==> config.mk <==
export PLATFORM = sky130hd
export DESIGN_NAME = div
export DESIGN_NICKNAME = d
export VERILOG_FILES = /design/src/rtl/div.sv
export SDC_FILE = /design/constraint.sdc
export NUM_CORES = 1
export LEC_CHECK = 0
export ABC_AREA = 1
export BUFFER_PORTS_ARGS = -buffer_cell sky130_fd_sc_hd__buf_2
export CAP_MARGIN = 20
export CORE_MARGIN = 2
export CORE_UTILIZATION = 56
export CTS_BUF_LIST = sky130_fd_sc_hd__clkbuf_16
export CTS_CLUSTER_SIZE = 8
export DETAILED_ROUTE_END_ITERATION = 12
export PLACE_DENSITY = 0.91
export SYNTH_ARGS = -nofsm -noshare
export SYNTH_HDL_FRONTEND = slang
export SYNTH_SLANG_ARGS = --single-unit
==> constraint.sdc <==
create_clock -name clk -period 3.8 [get_ports clk]
set_input_delay 0.19 -clock clk [delete_from_list [all_inputs] [get_ports clk]]
set_output_delay 0.19 -clock clk [all_outputs]
set_load 0.005 [all_outputs]
==> src/rtl/div.sv <==
// Sequential unsigned restoring divider (WIDTH/WIDTH -> quotient, remainder) that
// borrows a shared 2*WIDTH-bit adder. Define DIV_EARLY_EXIT_EN to finish a_i<b_i in IDLE.
module div #(
  parameter int WIDTH = 8
) (
  input  logic                 clk,
  input  logic                 rst,
  input  logic                 start,
  input  logic [WIDTH-1:0]     a_i,
  input  logic [WIDTH-1:0]     b_i,
  output logic [WIDTH-1:0]     quotient,
  output logic [WIDTH-1:0]     remainder,
  output logic                 busy,
  output logic                 div_by_zero,
  output logic [2*WIDTH-1:0]   sum_in_a,
  output logic [2*WIDTH-1:0]   sum_in_b,
  input  logic [2*WIDTH-1:0]   sum_out
);

  localparam int CW = (WIDTH > 1) ? $clog2(WIDTH) : 1;

  typedef enum logic [1:0] {
    S_IDLE = 2'd0,
    S_NEG  = 2'd1,
    S_STEP = 2'd2
  } state_e;

  state_e               state_q, state_d;
  logic [WIDTH-1:0]     b_q, b_d;
  logic [2*WIDTH-1:0]   nb_q, nb_d;
  logic [WIDTH-1:0]     r_q, r_d;
  logic [WIDTH-1:0]     qw_q, qw_d;
  logic [CW-1:0]        cnt_q, cnt_d;
  logic [WIDTH-1:0]     quot_q, quot_d;
  logic [WIDTH-1:0]     rem_q, rem_d;
  logic                 busy_q, busy_d;
  logic                 dbz_q, dbz_d;
  logic [WIDTH:0]       s_s;
  logic                 early_s;

  // Partial remainder is always < B < 2^WIDTH, so its top bit is never set
  // and R is held in WIDTH bits; S still carries the full WIDTH+1 bits.
  assign s_s = {r_q, qw_q[WIDTH-1]};

`ifdef DIV_EARLY_EXIT_EN
  assign early_s = (a_i < b_i);
`else
  assign early_s = 1'b0;
`endif

  assign quotient    = quot_q;
  assign remainder   = rem_q;
  assign busy        = busy_q;
  assign div_by_zero = dbz_q;

  // State and datapath registers
  always_ff @(posedge clk) begin
    if (rst) begin
      state_q <= S_IDLE;
      b_q     <= '0;
      nb_q    <= '0;
      r_q     <= '0;
      qw_q    <= '0;
      cnt_q   <= '0;
      quot_q  <= '0;
      rem_q   <= '0;
      busy_q  <= 1'b0;
      dbz_q   <= 1'b0;
    end else begin
      state_q <= state_d;
      b_q     <= b_d;
      nb_q    <= nb_d;
      r_q     <= r_d;
      qw_q    <= qw_d;
      cnt_q   <= cnt_d;
      quot_q  <= quot_d;
      rem_q   <= rem_d;
      busy_q  <= busy_d;
      dbz_q   <= dbz_d;
    end
  end

  // Next-state and datapath update
  always_comb begin
    state_d = state_q;
    b_d     = b_q;
    nb_d    = nb_q;
    r_d     = r_q;
    qw_d    = qw_q;
    cnt_d   = cnt_q;
    quot_d  = quot_q;
    rem_d   = rem_q;
    busy_d  = busy_q;
    dbz_d   = dbz_q;
    case (state_q)
      S_IDLE: begin
        if (start) begin
          if (b_i == '0) begin
            quot_d = '1;
            rem_d  = a_i;
            dbz_d  = 1'b1;
          end else if (early_s) begin
            quot_d = '0;
            rem_d  = a_i;
            dbz_d  = 1'b0;
          end else begin
            // Dividend goes straight into the quotient shift register
            qw_d    = a_i;
            b_d     = b_i;
            dbz_d   = 1'b0;
            busy_d  = 1'b1;
            state_d = S_NEG;
          end
        end else begin
          state_d = S_IDLE;
        end
      end
      S_NEG: begin
        nb_d    = sum_out;
        r_d     = '0;
        cnt_d   = '0;
        state_d = S_STEP;
      end
      S_STEP: begin
        if (sum_out[2*WIDTH-1] == 1'b0) begin
          r_d  = sum_out[WIDTH-1:0];
          qw_d = {qw_q[WIDTH-2:0], 1'b1};
        end else begin
          r_d  = s_s[WIDTH-1:0];
          qw_d = {qw_q[WIDTH-2:0], 1'b0};
        end
        cnt_d = cnt_q + CW'(1);
        if (cnt_q == CW'(WIDTH-1)) begin
          quot_d  = qw_d;
          rem_d   = r_d;
          busy_d  = 1'b0;
          state_d = S_IDLE;
        end else begin
          state_d = S_STEP;
        end
      end
      default: begin
        state_d = S_IDLE;
      end
    endcase
  end

  // Shared adder operands: -B in NEG, S + (-B) trial subtract in STEP
  always_comb begin
    sum_in_a = '0;
    sum_in_b = '0;
    case (state_q)
      S_NEG: begin
        sum_in_a = ~{{WIDTH{1'b0}}, b_q};
        sum_in_b = {{(2*WIDTH-1){1'b0}}, 1'b1};
      end
      S_STEP: begin
        sum_in_a = {{(WIDTH-1){1'b0}}, s_s};
        sum_in_b = nb_q;
      end
      default: begin
        sum_in_a = '0;
        sum_in_b = '0;
      end
    endcase
  end

endmodule
==> After elaboration in Yosys (flattened, before gate mapping) <==
Cells that the tools add are included.
{ "classes": {"n_reduce_logical": 9, "muxes": 26, "n_addsub": 1, "bitwise": 2, "eq_ne": 8} }
{ "op_table": {"columns": ["op", "n"], "rows": [
  ["2-to-1 mux 8 bit", 9],
  ["one-hot mux 16 bit (2 select lines)", 2],
  ["one-hot mux 8 bit (2 select lines)", 4],
  ["NOT 8 -> 16 bit", 1],
  ["logical NOT 8 bit", 1],
  ["!= test 2 bit, second input constant", 4],
  ["AND reduction 4 bit", 2],
  ["2-to-1 mux 2 bit", 3],
  ["one-hot mux 2 bit (3 select lines)", 1],
  ["one-hot mux 3 bit (2 select lines)", 1],
  ["AND reduction 3 bit", 2],
  ["2-to-1 mux 1 bit", 5],
  ["nonzero test 2 bit", 2],
  ["adder 3 x 1 -> 3 bit, second input constant", 1],
  ["== test 3 bit, second input constant", 1],
  ["!= test 3 bit, second input constant", 1],
  ["== test 2 x 1 -> 1 bit, second input constant", 1],
  ["== test 2 bit, second input constant", 1],
  ["logical NOT 2 bit", 1],
  ["one-hot mux 1 bit (2 select lines)", 1],
  ["AND reduction 2 bit", 1],
  ["NOT 1 bit", 1]
]} }
{ "word_totals": {"output_inout_bits": 50, "reg_bits": 63, "wordCells": 56, "inputBits": 35} }

==> Longest topological paths before layout <==
Gate-level depths: netlist of run 1.
{ "logic_depth": {"depth_word": 4, "ltp_mapped": 11, "depth_no_buf": 10} }

==> Least setup slack after synthesis of run 1 <==
Ideal clock, no wire load.
{ "synth_path": {"path_kind": "register -> register", "startpoint": "register state_q[0]", "endpoint": "register rem_q[0] (netlist: remainder[0])", "slack_ns": 2.268, "arrival_time_ns": 1.420, "setup_ns": 0.113, "required_time_ns": 3.687, "stages_incl_launch_ff": 12, "synth_period_minus_slack_ns": 1.532, "n_path_buf": 1, "path_cell_list": "dfxtp_1 -> inv_1 -> ha_1 -> inv_2 -> nor2_1 -> inv_2 -> nand2_4 -> nor2_8 -> buf_6 -> nand2_1 -> nand2_1 -> nor2_1"} }
{ "synth_via": {"elab_chain_len": 3, "word_cells_on_any_way": 8, "classes_between": "eq/ne (4); mux (1); reduce/logical (3)"} }
{ "synth_lines": {"columns": ["element", "line", "source"], "rows": [
  ["from (decl)", "28", "state_e state_q, state_d;"],
  ["from (signal assigned)", "70", "state_q <= state_d;"],
  ["== test 2 bit or logical NOT 2 bit (tied branches)", "95", "case (state_q)"],
  ["!= test 2 bit (no source line) or nonzero test 2 bit (tied branches)", null, null],
  ["AND reduction 4 bit (no source line)", null, null],
  ["to (signal assigned)", "77", "rem_q <= rem_d;"],
  ["to (decl)", "35", "logic [WIDTH-1:0] rem_q, rem_d;"]
]} }
Parallel ways exist; a longest one is shown, timed or not.
A chain may end at the register's enable or synchronous reset.

==> Worst setup path after layout of run 1 <==
{ "layout_path": {"startpoint": "register state_q[0]", "endpoint": "output port sum_in_a[8]"} }
{ "layout_via": {"elab_chain_len": 2, "word_cells_on_any_way": 3, "classes_between": "eq/ne (2); mux (1)"} }
{ "layout_lines": {"columns": ["element", "line", "source"], "rows": [
  ["== test 2 bit or == test 2 x 1 -> 1 bit (tied branches)", "152", "case (state_q)"],
  ["one-hot mux 16 bit (2 select lines) *", "152", null],
  ["to (decl)", "15", "output logic [2*WIDTH-1:0] sum_in_a,"]
]} }
Mark *: on every way between the ends. The rest lies on a longest branch, timed or not.

==> reports/results.tsv, run 1 <==
stage	metric	value	unit
timing	worst_pin_slew	537	ps
routing	drtAntennaViolNets	0	
floorplanning	die_w	77.9	um
power_and_ir_drop	ir_drop	0.337	mV
synthesis	synth-edff-count	0	
clock_tree	root_buffer	clkbuf_16	
setup_path	slowest_stage	ha_1	
clock_tree	ctsLongestPathBuffers	2	
final_layout	layout-drive-gt1-share	20.9	%
setup_path	crit_buf_inv	3	
clock_tree	clock_sinks	63	
grt	grt_pass1_wl	12.8	mm
floorplanning	row_count	26	
synthesis	async_reset_ff_share	0	%
floorplanning	coreArea	0.00517	sq mm
setup_path	cp_max_fo	24	
timing	setup_viol	0	
setup_path	max_stage_delay	500	ps
clock_tree	post-cts-setup-buffers	0	
routing	viasPerCell	5.08	
timing	period_needed	2440	ps
final_layout	antenna_cells	0	
setup_path	critPathKind	reg2out	
grt	grt_max_degree	41	
floorplanning	die_area	0.00607	sq mm
synthesis	syn_nets	496	
timing	period_share	64.1	%
clock_tree	insertion_delay	320	ps
final_layout	area_growth	22.3	%
final_layout	multi_input_area	0.00138	sq mm
clock_tree	cts_tree	done	
outcome	outcome	finished, final reports clean	
placed_design	place_ws	1590	ps
timing	slew_violations	0	
clock_tree	clkTransAtPathRegs	50	ps
setup_path	critPathTopFamily	buffers and inverters	
routing	via_count	3051	
synthesis	yosysSeqAreaShare	41.2	%
floorplanning	io_pins	85	
floorplanning	die_h	77.9	um
synthesis	ys_ff_latch	63	
final_layout	layout_commonest_cell	nor2_1	
power_and_ir_drop	powerDensity	495	mW/mm^2
timing	rsz0062_at_grt	false	
timing	tns	0	ps
clock_tree	cts.htree.levels	3	
timing	slew_headroom	64.2	%
setup_path	crit_path_end_kind	output pin	
routing	drt_first_pass_iters	6	
placed_design	port_buffers	84	
grt	antenna_found_initial	0	
routing	detail_route.iter0.violations	219	
setup_path	worstPathCellList	inv_1 > ha_1 > buf_4 > nand2_1 > o21ai_0 > buf_2	
synthesis	synthCells	455	
synthesis	netlist_area	0.00306	sq mm
clock_tree	cts_hold_buffers	0	
final_layout	fillers	409	
timing	max_freq	411	MHz
setup_path	cp.required	3610	ps
grt	grt_use_met1	31.8	%
floorplanning	start_util	59.1	%
grt	gr-usage-met3	6.28	%
grt	met2_usage	45.3	%
placed_design	gp_congestion	0.876	
timing	worst_slack	1360	ps
grt	overflow	0	
final_layout	ff_latch_area	0.00126	sq mm
routing	routed_wl	7.52	mm
placed_design	dp_hpwl	5.27	mm
clock_tree	numCtsBuffers	9	
job	max-cap-violations	0	
synthesis	yosysWarningCount	0	
routing	wl_per_cell	12.5	um
synthesis	syn_area_per_cell	6.72	sq um
timing	finalClockSkew	3.84	ps
setup_path	arrival	2250	ps
setup_path	cp-start-kind	register	
timing	hold_violations	0	
power_and_ir_drop	power_leakage	2.07	nW
final_layout	final_nets	567	
final_layout	layout_common_cells	nor2_1 (89), nand2_1 (88), buf_2 (84), inv_1 (67), dfxtp_1 (63)	
routing	drc	0	
grt	grt_usage	26.3	%
synthesis	yosysUniqueCellTypes	26	
grt	first_global_vias	2873	
clock_tree	post_cts_resized	0	
synthesis	synth-main-ff-cell	dfxtp_1	
min_path	hp-class	in2reg	
grt	top_usage_layer	met2	
power_and_ir_drop	power	1.85	mW
per-layer routing:
| metal | up-vias | wire [um] |
|---|---|---|
| met5 | - | 0 |
| met4 | 0 | 147 |
| met3 | 13 | 528 |
| met2 | 129 | 3750 |
| met1 | 1351 | 3100 |
| li1 | 1558 | - |
synth_stat cells (2+ instances only):
cell	count	area share, %
nand3_1	15	2.5
nand2_4	2	0.74
inv_1	65	8.0
buf_6	3	1.1
a21oi_1	38	6.2
o21ai_0	27	4.4
buf_1	2	0.25
ha_1	6	2.5
buf_4	6	1.5
nand2_2	2	0.41
clkbuf_1	12	1.5
clkinv_1	2	0.25
buf_2	4	0.65
dfxtp_1	63	41
o22ai_1	14	2.9
inv_2	3	0.37
nand4_1	7	1.4
nand2_1	88	11
nor2_1	89	11
flip-flops by register name (all words and copies together) (netlist names):
| signal | cells |
|---|---|
| cnt_q | 3 |
| div_by_zero | 1 |
| b_q | 8 |
| nb_q | 16 |
| remainder | 8 |
| qw_q | 8 |
| state_q | 2 |
| r_q | 8 |
| busy | 1 |
| quotient | 8 |
kinds of logic (layout without fill, tap and decap cells):
kind of cell               count (synthesis)  in the layout  synth area share [%]
and+or+nand+nor                          208            208                  28.5
buffers and inverters                     97            173                  13.5
AOI/OAI and AO/OA                         81             81                  14.2
DFF                                       63             63                  41.2
adders and majority gates                  6              6                  2.45
cell type report:
| cell class | count | share of cell area [%] |
|---|---|---|
| multi-input cells | 295 | 37.0 |
| flip-flops and latches | 63 | 33.7 |
| repair buffers | 87 | 12.4 |
| inverters | 70 | 7.03 |
| clock buffers | 9 | 6.02 |
| well taps | 70 | 2.34 |
| clock inverters | 7 | 1.51 |
worst paths after layout:
path / from / endpoint / slack, ps / depth (start not counted)
worst max-delay path: state_q[0] / sum_in_a[8] / 1360 / 6
worst min register to register: b_q[7] / b_q[7] / 460 / 2
worst min-delay path: sum_out[13] / nb_q[13] / 100 / 3
worst max register to register: state_q[0] / remainder[1] / 1580 / 10
report_power, final:
group | switching, mW | total (mW) | internal, mW | leakage, nW
combinational | 0.199 | 0.319 | 0.120 | 1.41
clock | 0.277 | 0.773 | 0.496 | 0.149
sequential | 0.0345 | 0.761 | 0.726 | 0.517
worst min-delay path: stages:
cell	delay, ps
buf_2	80
nor2_1	30
nor2_1	80
metrics by stage:
stage               instance area [sq um]  hold slack, ps  instances  utilization (%)
floorplan                            3060             325        455                -
global placement                     3430             412        584             66.3
global route                         3740             103        601             72.3
finish                               3740            98.9        601             72.3
detailed placement                   3430             427        584             66.3
CTS                                  3710            96.3        600             71.7
(Power assumes the default switching activity.)
==> inputs of run 2 (changes only) <==
Settings changed: CORE_UTILIZATION 56 to 47, PLACE_DENSITY 0.91 to 0.82.
Clock period 3.8 ns to 2.1 ns, I/O delays scaled along.
==> run 2 against run 1 <==
  * Count of clock-buffer cells in the layout did not move
  * Register-to-register slack got worse by 1400 ps
  * Highest routed layer unchanged
  * Clock skew rose by 1.1 ps
  * Utilization fell by 12 points
  * Global-route usage fell by 4.7 points
  * Worst hold slack got worse by 94 ps
  * First-iteration DRC count fell by 39%
  * Clock power rose by 99%
==> reports/results.tsv, run 2 (synthesis gave the netlist of run 1 again) <==
stage	metric	value	unit
placed_design	dp_hpwl	5.38	mm
placed_design	place_ws	220	ps
floorplanning	coreArea	0.00631	sq mm
setup_path	arrival	1870	ps
final_layout	final_area	0.00381	sq mm
timing	slew_violations	0	
routing	wl_per_cell	12.5	um
timing	tns	0	ps
power_and_ir_drop	pwr-share-comb	16.7	%
routing	drtAntennaViolNets	0	
clock_tree	numCtsBuffers	9	
setup_path	critPathKind	reg2out	
clock_tree	clock_sinks	63	
grt	grt_usage	21.6	%
grt	overflow	0	
power_and_ir_drop	power	3.50	mW
routing	via_count	3096	
final_layout	regMostFlops	nb_q	
floorplanning	die_h	84.7	um
grt	antenna_found_initial	0	
floorplanning	die_area	0.00717	sq mm
final_layout	fillers	591	
grt	first_global_vias	2884	
floorplanning	io_pins	85	
setup_path	cp.required	2000	ps
setup_path	cp-start-kind	register	
power_and_ir_drop	p_sw	0.941	mW
power_and_ir_drop	powerDensity	920	mW/mm^2
placed_design	port_buffers	84	
final_layout	layout_common_cells	nor2_1 (89), nand2_1 (86), buf_2 (84), inv_1 (66), dfxtp_1 (63)	
floorplanning	die_w	84.7	um
final_layout	antenna_cells	0	
timing	hold_violations	0	
timing	slew_headroom	70.1	%
timing	setup_viol	0	
grt	grt_pass1_wl	12.6	mm
timing	period_needed	1980	ps
routing	drt_first_pass_iters	5	
timing	worst_pin_slew	449	ps
placed_design	placed_area	0.00345	sq mm
routing	drc	0	
clock_tree	post-cts-setup-buffers	0	
setup_path	cp_max_fo	10	
power_and_ir_drop	ir_drop	0.553	mV
outcome	outcome	finished, final reports clean	
final_layout	area_growth	24.6	%
floorplanning	row_count	29	
clock_tree	root_buffer	clkbuf_16	
clock_tree	cts.htree.levels	3	
job	max-cap-violations	0	
power_and_ir_drop	power_leakage	2.09	nW
power_and_ir_drop	p_clk_share	44.1	%
placed_design	gp_congestion	0.901	
final_layout	layout_commonest_cell	nor2_1	
grt	grt_max_degree	39	
clock_tree	ctsLongestPathBuffers	2	
timing	worst_slack	124	ps
final_layout	final_nets	571	
timing	period_share	94.1	%
final_layout	layout-drive-gt1-share	21.5	%
floorplanning	start_util	48.4	%
power_and_ir_drop	p_seq_share	39.2	%
timing	finalClockSkew	4.90	ps
routing	detail_route.iter0.violations	133	
timing	rsz0062_at_grt	false	
routing	routed_wl	7.66	mm
final_layout	largest_reg_flops	16	
routing	viasPerCell	5.06	
clock_tree	clkTransAtPathRegs	50	ps
min_path	hp-class	in2reg	
power_and_ir_drop	internal_power	2.56	mW
setup_path	crit_path_end_kind	output pin	
timing	max_freq	506	MHz
power_and_ir_drop	swShare	26.9	%
clock_tree	cts_tree	done	
clock_tree	insertion_delay	320	ps
[run 2: path summary, 6_finish.rpt]
check | start | to | slack, ps | cells after the start
hold reg to reg | div_by_zero | div_by_zero | 460 | 2
setup / recovery | state_q[0] | sum_in_a[3] | 120 | 5
setup reg to reg | state_q[0] | remainder[3] | 190 | 9
hold / removal | sum_out[10] | nb_q[10] | 5 | 3
[run 2: stage by stage]
step	instances	util (%)	hold WS, ps
after floorplan	455	-	240
after global placement	593	54.7	327
after detailed placement	593	54.7	329
after CTS	612	60.2	0.932
after global routing	612	60.3	29.7
final	612	60.3	4.60
[run 2: repair_timing]
action,CTS,global route
setup endpoints to repair,1,9
hold endpoints to repair,3,0
hold buffers,3,0
gates resized for setup,1,4
[run 2: cell type report]
cell class              count  area [sq um]  area share (%)
clock inverters             7          88.8            2.33
flip-flops and latches     63          1260            33.1
well taps                  77          96.3            2.53
multi-input cells         295          1390            36.4
inverters                  70           263            6.90
clock buffers               9           225            5.91
repair buffers             91           488            12.8
[run 2: power by group through the flow]
stage / combinational, mW / clock (mW) / sequential [mW]
2_1_floorplan: 0.414 / 0 / 1.39
3_3_place_gp: 0.555 / 0 / 1.39
3_5_place_dp: 0.569 / 0 / 1.40
4_1_cts: 0.580 / 1.57 / 1.37
5_1_grt: 0.662 / 1.64 / 1.39
6_report: 0.584 / 1.54 / 1.37
[run 2: layer usage]
metal | GRT usage (%) | routed length (um) | up-vias
met5 | 0 | 0 | -
met2 | 37.0 | 3640 | 133
met1 | 26.5 | 3300 | 1383
met3 | 5.70 | 574 | 14
li1 | - | - | 1566
met4 | 6.78 | 139 | 0
[run 2: worst max-delay path, stage by stage, from the launching register on]
cell,delay [ps]
dfxtp_1,390
inv_1,100
ha_1,470
nand2_2,210
o22ai_1,220
buf_2,150
==> inputs of run 3 (changes only) <==
Settings changed: CORE_UTILIZATION 47 to 30, PLACE_DENSITY 0.82 to 0.51.
Clock period 2.1 ns to 2.15 ns, I/O delays scaled along.
==> run 3 against run 2 <==
  * Combinational power decreased by 3%
  * Wire length increased by 7.9%
  * Global-route usage decreased by 5.6 points
  * Highest routed layer unchanged
  * Final cell count increased by 9.0%
  * Utilization decreased by 21 points
  * Setup slack improved by 40 ps
  * Sequential cell count unchanged
  * Design area increased by 0.36%
==> reports/results.tsv, run 3 (synthesis gave the netlist of run 1 again) <==
stage	metric	value	unit
outcome	outcome	finished, final reports clean	
final_layout	largest_reg_flops	16	
routing	via_count	2982	
timing	period_share	92.3	%
power_and_ir_drop	p_clk_share	39.9	%
floorplanning	row_count	36	
power_and_ir_drop	p_sw	0.917	mW
placed_design	port_buffers	84	
timing	finalClockSkew	8.89	ps
setup_path	cp_max_fo	9	
placed_design	placed_area	0.00354	sq mm
routing	drt_first_pass_iters	4	
grt	grt_usage	16.0	%
timing	slew_headroom	64.3	%
placed_design	dp_hpwl	5.92	mm
floorplanning	start_util	31.1	%
setup_path	critPathKind	reg2out	
routing	drc	0	
routing	detail_route.iter0.violations	98	
clock_tree	numCtsBuffers	9	
job	max-cap-violations	0	
floorplanning	die_h	105	um
final_layout	final_area	0.00382	sq mm
clock_tree	ctsLongestPathBuffers	2	
power_and_ir_drop	internal_power	2.26	mW
grt	grt_pass1_wl	14.2	mm
final_layout	layout_common_cells	nor2_1 (89), nand2_1 (87), buf_2 (84), inv_1 (66), dfxtp_1 (63)	
placed_design	gp_congestion	0.802	
power_and_ir_drop	power_leakage	2.07	nW
clock_tree	clock_sinks	63	
power_and_ir_drop	p_seq_share	42.2	%
floorplanning	die_area	0.0110	sq mm
grt	antenna_found_initial	0	
power_and_ir_drop	pwr-share-comb	18.0	%
clock_tree	cts_tree	done	
final_layout	layout-drive-gt1-share	21.2	%
power_and_ir_drop	powerDensity	830	mW/mm^2
floorplanning	die_w	105	um
timing	rsz0062_at_grt	false	
timing	max_freq	504	MHz
final_layout	area_growth	25.0	%
timing	tns	0	ps
routing	viasPerCell	4.47	
clock_tree	root_buffer	clkbuf_16	
final_layout	final_nets	571	
setup_path	arrival	1880	ps
routing	routed_wl	8.27	mm
setup_path	cp.required	2040	ps
floorplanning	coreArea	0.00982	sq mm
grt	first_global_vias	2955	
min_path	hp-class	in2reg	
clock_tree	insertion_delay	330	ps
grt	grt_max_degree	39	
grt	overflow	0	
final_layout	layout_commonest_cell	nor2_1	
timing	setup_viol	0	
power_and_ir_drop	power	3.17	mW
clock_tree	cts.htree.levels	3	
timing	period_needed	1990	ps
final_layout	fillers	1103	
timing	worst_pin_slew	535	ps
timing	hold_violations	0	
floorplanning	io_pins	85	
timing	slew_violations	0	
final_layout	regMostFlops	nb_q	
setup_path	crit_path_end_kind	output pin	
timing	holdWs	8.42	ps
routing	drtAntennaViolNets	0	
power_and_ir_drop	ir_drop	0.309	mV
setup_path	cp-start-kind	register	
power_and_ir_drop	swShare	28.9	%
routing	wl_per_cell	12.4	um
final_layout	antenna_cells	0	
clock_tree	clkTransAtPathRegs	50	ps
==> run 3: final timing paths <==
check	cells after the start	startpoint	end	slack (ps)
max reg2reg	9	state_q[0]	quotient[5]	290
min	3	sum_out[12]	nb_q[12]	8
min reg2reg	2	b_q[2]	b_q[2]	460
max	5	state_q[1]	sum_in_a[8]	160
==> run 3: power groups by stage <==
stage	Combinational, mW	Sequential [mW]	Clock (mW)
3_3_place_gp	0.566	1.36	0
4_1_cts	0.579	1.34	1.30
2_1_floorplan	0.404	1.35	0
6_report	0.569	1.34	1.26
5_1_grt	0.663	1.35	1.35
3_5_place_dp	0.573	1.36	0
==> run 3: repair_timing <==
item	in CTS	in global routing
endpoints found under the hold margin	3	0
hold buffers	3	0
setup buffers	0	0
setup endpoints to repair	0	4
resized for setup	0	1
==> run 3: final cells by class <==
class | count | area [sq um] | share of cell area (%)
multi-input combinational | 295 | 1390 | 36.2
clock inverter | 6 | 30.0 | 0.785
clock buffer | 9 | 225 | 5.89
sequential | 63 | 1260 | 33.0
timing repair buffer | 91 | 493 | 12.9
inverter | 70 | 263 | 6.87
tap | 133 | 166 | 4.35
==> run 3: critical path, stage by stage (launching register included) <==
cell and delay [ps]:
dfxtp_1 380, inv_1 80, ha_1 450, nand2_1 260
o21ai_0 230, buf_2 150
==> run 3: metal layers <==
layer	track usage, %	wire length [um]
met1	20.0	3890
met2	26.7	3910
met3	3.87	358
met4	5.43	119
met5	0	0
==> run 3: stage by stage <==
| stage | util (%) | setup slack, ps | std cells |
|---|---|---|---|
| finish | 38.9 | 165 | 667 |
| CTS | 38.9 | 142 | 667 |
| floorplan | - | 618 | 455 |
| detailed placement | 36.0 | 264 | 649 |
| global placement | 36.0 | 339 | 649 |
| global route | 38.9 | 0.132 | 667 |
